===== config.mk =====
export PLATFORM = sky130hd
export DESIGN_NAME = ysyx_041514_ifu_fetch_resp
export DESIGN_NICKNAME = d
export VERILOG_FILES = /design/src/rtl/ysyx_041514_ifu_fetch_resp.sv
export SDC_FILE = /design/constraint.sdc
export NUM_CORES = 1
export LEC_CHECK = 0
export ABC_CLOCK_PERIOD_IN_PS = 2050
export CAP_MARGIN = 30
export CORE_UTILIZATION = 55
export DETAILED_ROUTE_END_ITERATION = 8
export DONT_BUFFER_PORTS = 1
export PLACE_DENSITY = 0.7
export SLEW_MARGIN = 10
export SYNTH_ARGS = -nofsm -noshare
export SYNTH_HDL_FRONTEND = slang
export SYNTH_SLANG_ARGS = --single-unit

===== constraint.sdc =====
create_clock -name clk -period 2.05 [get_ports clk]
set_input_delay 0.3075 -clock clk [delete_from_list [all_inputs] [get_ports clk]]
set_output_delay 0.3075 -clock clk [all_outputs]
set_load 0.005 [all_outputs]

===== src/rtl/ysyx_041514_ifu_fetch_resp.sv =====
// Fetch responder: turns one PC-register fetch request into a single-beat instruction
// memory read and holds the resulting word for the IF stage until it is consumed or flushed.
//
// state | meaning
// IDLE  | no fetch outstanding, waiting for read_req_i
// REQ   | bus request presented, waiting for mem_req_ready_i
// WAIT  | request accepted, waiting for mem_rsp_valid_i
// HOLD  | instruction (or misalign fault) presented to IF until consumed or flushed
// DROP  | fetch killed, swallowing the response still owed by the bus
module ysyx_041514_ifu_fetch_resp #(
  parameter int          ADDR_W   = 32,
  parameter int          XLEN     = 64,
  parameter int          BUS_W    = 64,
  parameter logic [63:0] RESET_PC = 64'h8000_0000
) (
  input  logic              clk,
  input  logic              rst,
  input  logic              read_req_i,
  input  logic [ADDR_W-1:0] pc_i,
  input  logic              stall_i,
  input  logic              flush_i,
  output logic              mem_req_valid_o,
  input  logic              mem_req_ready_i,
  output logic [ADDR_W-1:0] mem_addr_o,
  input  logic              mem_rsp_valid_i,
  input  logic [BUS_W-1:0]  mem_rsp_data_i,
  input  logic              mem_rsp_err_i,
  output logic              inst_valid_o,
  output logic [31:0]       inst_o,
  output logic [XLEN-1:0]   inst_pc_o,
  output logic [1:0]        inst_err_o,
  output logic              busy_o
);

  typedef enum logic [2:0] {
    IDLE = 3'd0,
    REQ  = 3'd1,
    WAIT = 3'd2,
    HOLD = 3'd3,
    DROP = 3'd4
  } state_t;

  state_t state_q, state_d;
  logic   kill_q, kill_d;
  logic   sel_q, sel_d;

  logic              mem_req_valid_d;
  logic [ADDR_W-1:0] mem_addr_d;
  logic              inst_valid_d;
  logic [31:0]       inst_d;
  logic [XLEN-1:0]   inst_pc_d;
  logic [1:0]        inst_err_d;

  always_ff @(posedge clk) begin
    if (rst) begin
      state_q         <= IDLE;
      kill_q          <= 1'b0;
      sel_q           <= 1'b0;
      mem_req_valid_o <= 1'b0;
      mem_addr_o      <= '0;
      inst_valid_o    <= 1'b0;
      inst_o          <= '0;
      inst_pc_o       <= RESET_PC[XLEN-1:0];
      inst_err_o      <= 2'b00;
      busy_o          <= 1'b0;
    end else begin
      state_q         <= state_d;
      kill_q          <= kill_d;
      sel_q           <= sel_d;
      mem_req_valid_o <= mem_req_valid_d;
      mem_addr_o      <= mem_addr_d;
      inst_valid_o    <= inst_valid_d;
      inst_o          <= inst_d;
      inst_pc_o       <= inst_pc_d;
      inst_err_o      <= inst_err_d;
      busy_o          <= (state_d != IDLE);
    end
  end

  always_comb begin
    state_d         = state_q;
    kill_d          = kill_q;
    sel_d           = sel_q;
    mem_req_valid_d = mem_req_valid_o;
    mem_addr_d      = mem_addr_o;
    inst_valid_d    = inst_valid_o;
    inst_d          = inst_o;
    inst_pc_d       = inst_pc_o;
    inst_err_d      = inst_err_o;

    case (state_q)
      IDLE: begin
        if (read_req_i && !flush_i) begin
          sel_d     = pc_i[2];
          kill_d    = 1'b0;
          inst_pc_d = {{(XLEN-ADDR_W){1'b0}}, pc_i};
          if (pc_i[1:0] != 2'b00) begin
            // misaligned fetch is reported directly, the bus is never touched
            state_d      = HOLD;
            inst_valid_d = 1'b1;
            inst_d       = '0;
            inst_err_d   = 2'b10;
          end else begin
            state_d         = REQ;
            mem_req_valid_d = 1'b1;
            mem_addr_d      = {pc_i[ADDR_W-1:3], 3'b000};
          end
        end
      end
      REQ: begin
        // a flush cannot retract the request; remember it and drop the response later
        if (flush_i) kill_d = 1'b1;
        if (mem_req_ready_i) begin
          mem_req_valid_d = 1'b0;
          kill_d          = 1'b0;
          state_d         = (kill_q || flush_i) ? DROP : WAIT;
        end
      end
      WAIT: begin
        if (mem_rsp_valid_i) begin
          if (flush_i) begin
            state_d = IDLE;
          end else begin
            state_d      = HOLD;
            inst_valid_d = 1'b1;
            inst_d       = sel_q ? mem_rsp_data_i[63:32] : mem_rsp_data_i[31:0];
            inst_err_d   = mem_rsp_err_i ? 2'b01 : 2'b00;
          end
        end else if (flush_i) begin
          state_d = DROP;
        end
      end
      HOLD: begin
        if (flush_i || !stall_i) begin
          state_d      = IDLE;
          inst_valid_d = 1'b0;
        end
      end
      DROP: begin
        if (mem_rsp_valid_i) state_d = IDLE;
      end
      default: state_d = IDLE;
    endcase
  end

endmodule


==> impl_metrics.env, run 1 <==
export IMPL_grt_pass1_vias=3502
export IMPL_cts_root_buffer="clkbuf_8"
export IMPL_hpwlAfterDp_um=7020
export IMPL_wl_per_cell_um=17.6
export IMPL_ys_top_cells_by_count="nand2_1 (125), dfxtp_1 (102), a21oi_1 (98)"
export IMPL_cts_buffer_depth=2
export IMPL_ys_types=37
export IMPL_timing_rr_end="inst_o[5]"
export IMPL_critPathKind="reg2reg"
export IMPL_clkSinkCount=102
export IMPL_critPathMaxFanout=67
export IMPL_syn_area_mm2=0.00451
export IMPL_final_hold_violation_count=0
export IMPL_core_mm2=0.00781
export IMPL_worst_slew_pin_slew_ps=891
export IMPL_synth_warnings=0
export IMPL_die_area_mm2=0.00856
export IMPL_vdd_drop_max_v=0.000542
export IMPL_p_total_mw=3.89
export IMPL_ys_seq_area_share_pct=45.3
export IMPL_cp_end_kind="flop"
export IMPL_synth_top_area_share_pct=45.3
export IMPL_drv_slew=0
export IMPL_post_cts_setup_buffer_count=0
export IMPL_rr_startpoint="state_q[1]"
export IMPL_yosys_top_cells_area="dfxtp_1 (45%), a21oi_1 (11%), nand2_1 (10%)"
export IMPL_grt_overflow=0
export IMPL_port_buffers=0
export IMPL_synth_top_flop_cell="dfxtp_1"
export IMPL_crit_start="state_q[1]"
export IMPL_hold_path_class="in2reg"
export IMPL_yosys_cell_count_top_type="nand2_1"
export IMPL_setup_violations=0
export IMPL_track_usage_pct=25.5
export IMPL_grt_setup_unrepaired="false"
export IMPL_worstPathRequired_ps=2340
export IMPL_finalNetCount=628
export IMPL_firstDrtPassIters=5
export IMPL_worstHoldStart="mem_req_ready_i"
export IMPL_grt_first_pass_wirelength_um=17100
export IMPL_io_pins=237
export IMPL_drt_wl_total_um=11100
export IMPL_dieWidth_um=92.5
export IMPL_cts_resized=0
export IMPL_post_route_period_util_pct=89.7
export IMPL_power_density_mw_per_mm2=829
export IMPL_place_gp_congestion=0.752
export IMPL_fin_skew_ps=11.2
export IMPL_synthArstFlopShare_pct=0
export IMPL_fp_row_count=32
export IMPL_slew_headroom_pct=40.4
export IMPL_drv_cap=0
export IMPL_cts_hold_buffers=3
export IMPL_clock_latency_ps=370
export IMPL_fin_util_pct=60.1
export IMPL_grt_max_degree=68
export IMPL_numCtsBuffers=9
export IMPL_h_tree_depth=3
export IMPL_ys_seq_elements=102
export IMPL_leakagePower_nw=1.54
export IMPL_antenna_found_initial=0
export IMPL_status="finished clean"
export IMPL_synth_edff_count=0
export IMPL_die_y_um=92.5
export IMPL_clk_pin_slew_ps=90
export IMPL_syn_avg_cell_area_um2=8.21
export IMPL_drive_gt1_share_pct=5.67
export IMPL_vias=3617
export IMPL_r2r_setup_slack_ps=210
export IMPL_ant_nets=0
export IMPL_reg2reg_depth=5
export IMPL_vias_per_cell=5.73
export IMPL_hold_depth=1
export IMPL_yosys_area_top_type="dfxtp_1"
export IMPL_cts_tree="yes"
export IMPL_start_kind="flop"
export IMPL_drt_iter0_drc=163
export IMPL_max_freq_ghz=0.544
export IMPL_start_util_pct=57.7
export IMPL_area_growth_pct=4.08
export IMPL_drcViolationCount=0
export IMPL_syn_inst=549
export IMPL_whs_ps=53.7
export IMPL_hold_end="kill_q"
export IMPL_antennaDiodeCount=0
export IMPL_arrival_ps=2130
export IMPL_finalSetupTns_ps=0
export IMPL_period_needed_ps=1840
cell families after synthesis:
family                 share of synthesized area [%]
AND/OR/NAND/NOR                                 19.2
AO/OA/AOI/OAI                                   17.0
flip-flops                                      45.3
buffers and inverters                           11.0
multiplexers                                    7.36
other                                         0.0832
report_power, final:
group | switching (mW) | internal, mW | leakage [nW]
sequential | 0.0571 | 2.05 | 0.827
combinational | 0.248 | 0.140 | 0.613
clock | 0.701 | 0.697 | 0.104
critical path, stage by stage (launching register included):
cell	delay (ps)
dfxtp_1	640
nand2_1	90
o21a_1	150
buf_12	190
or4_1	530
a21oi_1	150
layout make-up:
type / instances / area, µm²
Fill cell: 680 / 3120
Multi-Input combinational cell: 395 / 2100
Sequential cell: 102 / 2040
Timing Repair Buffer: 14 / 195
Clock buffer: 10 / 128
Tap cell: 102 / 128
Clock inverter: 6 / 92.6
Inverter: 2 / 7.51
metrics by stage:
step,worst slack [ps],cell area (µm²),cells
2_1_floorplan,359,4630,583
3_3_place_gp,307,4400,610
3_5_place_dp,232,4400,610
4_1_cts,206,4660,629
5_1_grt,47.9,4690,631
6_report,210,4690,631
cell usage in the layout (no fill, tap or decap), types with 2 or more instances in the layout:
cell type	n
buf_12	6
a21oi_1	98
clkbuf_8	9
bufinv_16	2
nor2_1	6
inv_6	2
clkinvlp_4	2
dfxtp_1	101
inv_1	2
or4_1	32
o211ai_1	3
mux2i_1	32
nand3b_1	5
nand2b_1	2
nand2_1	125
buf_4	4
dlygate4sd3_1	3
conb_1	35
o21ai_0	35
or3_1	2
worst max path at each step:
stage | slack [ps] | endpoint | depth (start not counted)
floorplan | 360 | inst_o[19] | 5
global placement | 310 | inst_o[18] | 5
detailed placement | 230 | inst_o[20] | 5
CTS | 210 | inst_o[21] | 5
global route | 50 | inst_o[5] | 5
finish | 210 | inst_o[5] | 5
metal layers:
metal	GRT usage, %	share of wire [%]
met2	43.6	49
met3	10.1	11
met4	8.20	1.4
met5	0	0
met1	28.9	40
state kept, by name, summed over array words and instances, names as in the netlist:
signal           count
busy_o               1
inst_err_o           2
kill_q               1
mem_addr_o          29
inst_o              32
inst_valid_o         1
state_q              3
mem_req_valid_o      1
inst_pc_o           32
No activity file was read; power rests on OpenSTA's default activity.
==> run 2, diff against run 1 <==
- ABC_AREA: default -> 1
- CORE_ASPECT_RATIO: default -> 0.8
- CORE_MARGIN: default -> 1
==> run 2 against run 1 <==
  * Count of clock-buffer cells in the layout is 1 lower
  * Hold slack better by 2.8 ps
  * Setup slack better by 110 ps
  * Global-route usage is 1.3 points lower
  * Clock power is 15% lower
  * Final cell count is 26% higher
  * Combinational power is 79% higher
  * Cell area is 4.2% higher
  * Largest power group unchanged
  * Sequential cell count stayed put
  * Core utilization is 2.5 points lower
  * Synthesized cell count is 28% higher
  * Sequential share of layout area is 1.7 points lower
==> impl_metrics.env, run 2 <==
export IMPL_post_route_period_util_pct=84.5
export IMPL_clock_latency_ps=360
export IMPL_rr_startpoint="state_q[0]"
export IMPL_grt_pass1_vias=3686
export IMPL_area_growth_pct=1.72
export IMPL_syn_avg_cell_area_um2=6.85
export IMPL_place_gp_congestion=0.857
export IMPL_worstHoldStart="pc_i[1]"
export IMPL_critPathMaxFanout=30
export IMPL_max_freq_ghz=0.577
export IMPL_drt_wl_total_um=11400
export IMPL_drive_gt1_share_pct=6.88
export IMPL_track_usage_pct=24.2
export IMPL_clk_pin_slew_ps=120
export IMPL_yosys_cell_count_top_type="nand2_1"
export IMPL_slew_headroom_pct=47.9
export IMPL_crit_start="state_q[0]"
export IMPL_leakagePower_nw=2.12
export IMPL_layout_common_cells="nand2_1 (177), nor2_1 (131), dfxtp_1 (101)"
export IMPL_setup_violations=0
export IMPL_antenna_found_initial=0
export IMPL_yosys_top_cells_area="dfxtp_1 (43%), nand2_1 (14%), nor2_1 (10%)"
export IMPL_synthArstFlopShare_pct=0
export IMPL_cts_tree="yes"
export IMPL_ys_types=26
export IMPL_cts_buffer_depth=2
export IMPL_start_kind="flop"
export IMPL_dieWidth_um=106
export IMPL_grt_max_degree=67
export IMPL_finalSetupTns_ps=0
export IMPL_final_common_cell="nand2_1"
export IMPL_drv_cap=0
export IMPL_drcViolationCount=0
export IMPL_ys_seq_elements=102
export IMPL_syn_inst=701
export IMPL_path_cells="nor2_4 -> nand4_4 -> nor2_2 -> inv_1 -> o21ai_0 -> nor2_1"
export IMPL_grt_overflow=0
export IMPL_cts_resized=0
export IMPL_antennaDiodeCount=0
export IMPL_crit_family="flip-flops"
export IMPL_wl_per_cell_um=14.4
export IMPL_drv_slew=0
export IMPL_vias=4156
export IMPL_yosys_area_top_type="dfxtp_1"
export IMPL_synth_top_flop_cell="dfxtp_1"
export IMPL_hpwlAfterDp_um=7870
export IMPL_final_hold_violation_count=0
export IMPL_worst_slew_pin_slew_ps=780
export IMPL_port_buffers=0
export IMPL_crit_buf_inv=1
export IMPL_vias_per_cell=5.23
export IMPL_drt_iter0_drc=227
export IMPL_synth_warnings=0
export IMPL_die_area_mm2=0.00911
export IMPL_worstPathRequired_ps=2350
export IMPL_cts_root_buffer="clkbuf_8"
export IMPL_core_mm2=0.00848
export IMPL_io_pins=237
export IMPL_arrival_ps=2030
export IMPL_reg_largest_list="inst_o (32), inst_pc_o (32), mem_addr_o (29)"
export IMPL_synth_edff_count=0
export IMPL_ant_nets=0
export IMPL_ys_seq_area_share_pct=42.5
export IMPL_critPathMaxStageDelay_ps=580
export IMPL_status="finished clean"
export IMPL_syn_area_mm2=0.00480
export IMPL_h_tree_depth=3
export IMPL_clkSinkCount=102
export IMPL_grt_first_pass_wirelength_um=17500
export IMPL_numCtsBuffers=9
export IMPL_die_y_um=85.6
export IMPL_fp_row_count=30
export IMPL_fin_skew_ps=16.9
export IMPL_finalNetCount=783
export IMPL_r2r_setup_slack_ps=320
export IMPL_synth_top_area_share_pct=42.5
export IMPL_cp_end_kind="flop"
export IMPL_firstDrtPassIters=5
export IMPL_vdd_drop_max_v=0.000567
export IMPL_cp_slowest_cell="dfxtp_1"
export IMPL_period_needed_ps=1730
export IMPL_start_util_pct=56.6
export IMPL_critPathKind="reg2reg"
export IMPL_grt_setup_unrepaired="false"
export IMPL_hold_path_class="in2reg"
export IMPL_power_density_mw_per_mm2=852
export IMPL_p_total_mw=4.16
export IMPL_ys_top_cells_by_count="nand2_1 (177), nor2_1 (131), dfxtp_1 (102)"
-- run 2: cell types whose count changed after synthesis, moves of 33 or more --
cell | previous run | this run
nor2_1 | 6 | 131
a21oi_1 | 98 | 36
nand2_1 | 125 | 177
inv_1 | 2 | 45
nand4_1 | 0 | 33
-- run 2: metrics by stage --
stage | hold slack [ps] | std cells | worst slack [ps] | instance area [µm²] | utilization [%]
2_1_floorplan | 434 | 735 | 757 | 4930 | -
3_3_place_gp | 380 | 777 | 445 | 4670 | 55.1
3_5_place_dp | 382 | 777 | 306 | 4670 | 55.1
4_1_cts | 0.0609 | 793 | 293 | 4860 | 57.3
5_1_grt | 44.9 | 795 | 113 | 4880 | 57.6
6_report | 56.5 | 795 | 317 | 4880 | 57.6
-- run 2: timing repair --
action,CTS,global route
setup buffers,0,0
endpoints found under the hold margin,30,2
hold buffers,1,1
-- run 2: path summary, 6_finish.rpt --
check / endpoint / cells after the start
max reg2reg: mem_addr_o[19] / 6
min: inst_pc_o[1] / 2
max: mem_addr_o[19] / 6
min reg2reg: inst_pc_o[27] / 2
-- run 2: layer usage --
layer  vias up  GRT usage [%]  part of all wire [%]
li1       2095              -                     -
met1      1868           28.7                    42
met2       185           41.9                    48
met3         8           9.57                   8.9
met4         0           4.23                  0.81
met5         -              0                     0
-- run 2: cell families (layout without fill, tap and decap cells) --
family	Yosys count	after routing	share of synthesized area [%]
compound gates	103	103	11.0
buf+inv	131	79	14.5
flops	102	102	42.5
other cells	1	35	0.0781
simple gates	364	364	31.8
-- run 2: report_power, final --
group | switching [mW] | leakage (nW) | internal [mW]
clock network | 0.727 | 0.0886 | 0.460
logic | 0.456 | 1.20 | 0.239
registers | 0.131 | 0.834 | 2.15
total | 1.31 | 2.12 | 2.85
-- run 2: layout make-up --
type                    count  area (µm²)
clock buffers               9         124
fillers                   846        3600
multi-input cells         502        2190
well taps                 112         140
inverters                  49         184
clock inverters             6        53.8
repair buffers             15         150
flip-flops and latches    102        2040
==> run 3, diff against run 2 <==
- ABC_CLOCK_PERIOD_IN_PS: 2050 -> 1400
- PLACE_DENSITY: 0.7 -> 0.73
- clock period: 2.05 -> 1.4 ns (I/O delays scaled with it)
==> run 3 against run 2 <==
  * Register-to-register slack worse by 250 ps
  * Core utilization increased by 7.6 points
  * Cell area increased by 13%
  * Sequential cell count is the same
  * Via count up 8.1%
  * Critical endpoint is now mem_addr_o[23]
  * Largest cell class unchanged
  * Highest routed layer unchanged
==> impl_metrics.env, run 3 (synthesized netlist as in run 2, its figures left out) <==
export IMPL_cts_buffer_depth=2
export IMPL_clkSinkCount=102
export IMPL_finalNetCount=837
export IMPL_io_pins=237
export IMPL_grt_overflow=0
export IMPL_power_density_mw_per_mm2=1180
export IMPL_die_y_um=85.6
export IMPL_cts_root_buffer="clkbuf_8"
export IMPL_place_gp_congestion=0.831
export IMPL_vias_per_cell=5.29
export IMPL_status="finished clean"
export IMPL_cp_end_kind="flop"
export IMPL_placed_area_mm2=0.00483
export IMPL_dp_slack_ps=-86.7
export IMPL_track_usage_pct=26.5
export IMPL_worstPathRequired_ps=1680
export IMPL_drive_gt1_share_pct=9.36
export IMPL_h_tree_depth=3
export IMPL_start_util_pct=56.6
export IMPL_grt_setup_unrepaired="true"
export IMPL_drv_slew=0
export IMPL_die_area_mm2=0.00911
export IMPL_clock_latency_ps=370
export IMPL_hold_path_class="in2reg"
export IMPL_start_kind="flop"
export IMPL_grt_first_pass_wirelength_um=19200
export IMPL_antennaDiodeCount=0
export IMPL_area_growth_pct=15.1
export IMPL_wl_per_cell_um=15.0
export IMPL_finalSetupTns_ps=0
export IMPL_post_route_period_util_pct=95.5
export IMPL_critPathMaxFanout=29
export IMPL_hpwlAfterDp_um=8110
export IMPL_dp_cells=793
export IMPL_reg_largest_list="inst_o (32), inst_pc_o (32), mem_addr_o (29)"
export IMPL_hold_depth=2
export IMPL_drt_iter0_drc=321
export IMPL_final_common_cell="nand2_1"
export IMPL_setup_violations=0
export IMPL_fin_util_pct=65.1
export IMPL_drcViolationCount=0
export IMPL_port_buffers=0
export IMPL_vdd_drop_max_v=0.000944
export IMPL_cts_tree="yes"
export IMPL_vias=4492
export IMPL_ant_nets=0
export IMPL_firstDrtPassIters=5
export IMPL_max_freq_ghz=0.748
export IMPL_numCtsBuffers=9
export IMPL_critPathKind="reg2reg"
export IMPL_final_area_mm2=0.00553
export IMPL_antenna_found_initial=0
export IMPL_reg2reg_depth=7
export IMPL_dieWidth_um=106
export IMPL_fp_row_count=30
export IMPL_arrival_ps=1610
export IMPL_leakagePower_nw=2.40
export IMPL_grt_pass1_vias=4169
export IMPL_layout_common_cells="nand2_1 (177), nor2_1 (130), dfxtp_1 (98)"
export IMPL_core_mm2=0.00848
export IMPL_clk_pin_slew_ps=100
export IMPL_stdcell_count=849
export IMPL_grt_max_degree=36
export IMPL_period_needed_ps=1340
export IMPL_drv_cap=0
export IMPL_setup_ws_ps=63.5
export IMPL_drt_wl_total_um=12800
export IMPL_final_hold_violation_count=0
export IMPL_fin_skew_ps=11.6
[run 3: per-stage QoR]
step / total power [mW] / hold WS (ps)
2_1_floorplan: 4.30 / 336
4_1_cts: 6.46 / 0.230
6_report: 6.52 / 10.6
3_3_place_gp: 4.43 / 282
5_1_grt: 6.86 / 6.04
3_5_place_dp: 4.47 / 285
[run 3: worst paths after layout]
path | startpoint | to | slack, ps
max | state_q[0] | mem_addr_o[23] | 60
min | pc_i[29] | mem_addr_o[29] | 10
max reg2reg | state_q[0] | mem_addr_o[23] | 60
min reg2reg | inst_pc_o[29] | inst_pc_o[29] | 490
[run 3: where the power goes]
group / internal, mW / switching (mW) / total, mW
clock: 0.877 / 1.03 / 1.90
combinational: 0.513 / 0.759 / 1.27
sequential: 3.15 / 0.204 / 3.35
total: 4.54 / 1.99 / 6.52
[run 3: cell type report]
type | instances | area (µm²)
clock buffer | 11 | 141
clock inverter | 4 | 55.1
timing repair buffer | 68 | 716
sequential | 102 | 2050
fill | 735 | 2960
inverter | 49 | 199
multi-input combinational | 502 | 2220
timing repair inverter | 1 | 8.76
tap | 112 | 140
[run 3: what timing repair did]
action	4_1_cts	5_1_grt
endpoints found under the setup margin	35	90
pin swaps	0	2
cloned	0	2
gates resized for setup	3	29
setup buffers	0	1
hold endpoints to repair	57	5
hold buffers	33	5
[run 3: layer usage]
layer	share of wire (%)	up-vias	GRT usage (%)
li1	-	2196	-
met1	39	2041	28.9
met2	50	231	47.8
met3	9.9	24	10.6
met4	1.5	0	7.47
met5	0	-	0
[run 3: worst max-delay path, cell delays in order, from the launching register on]
cell and delay, ps:
dfxtp_2 360, nor2_4 160, nand4_4 100, nor2_2 130
inv_1 90, buf_12 170, o21ai_0 180, nor2_1 50
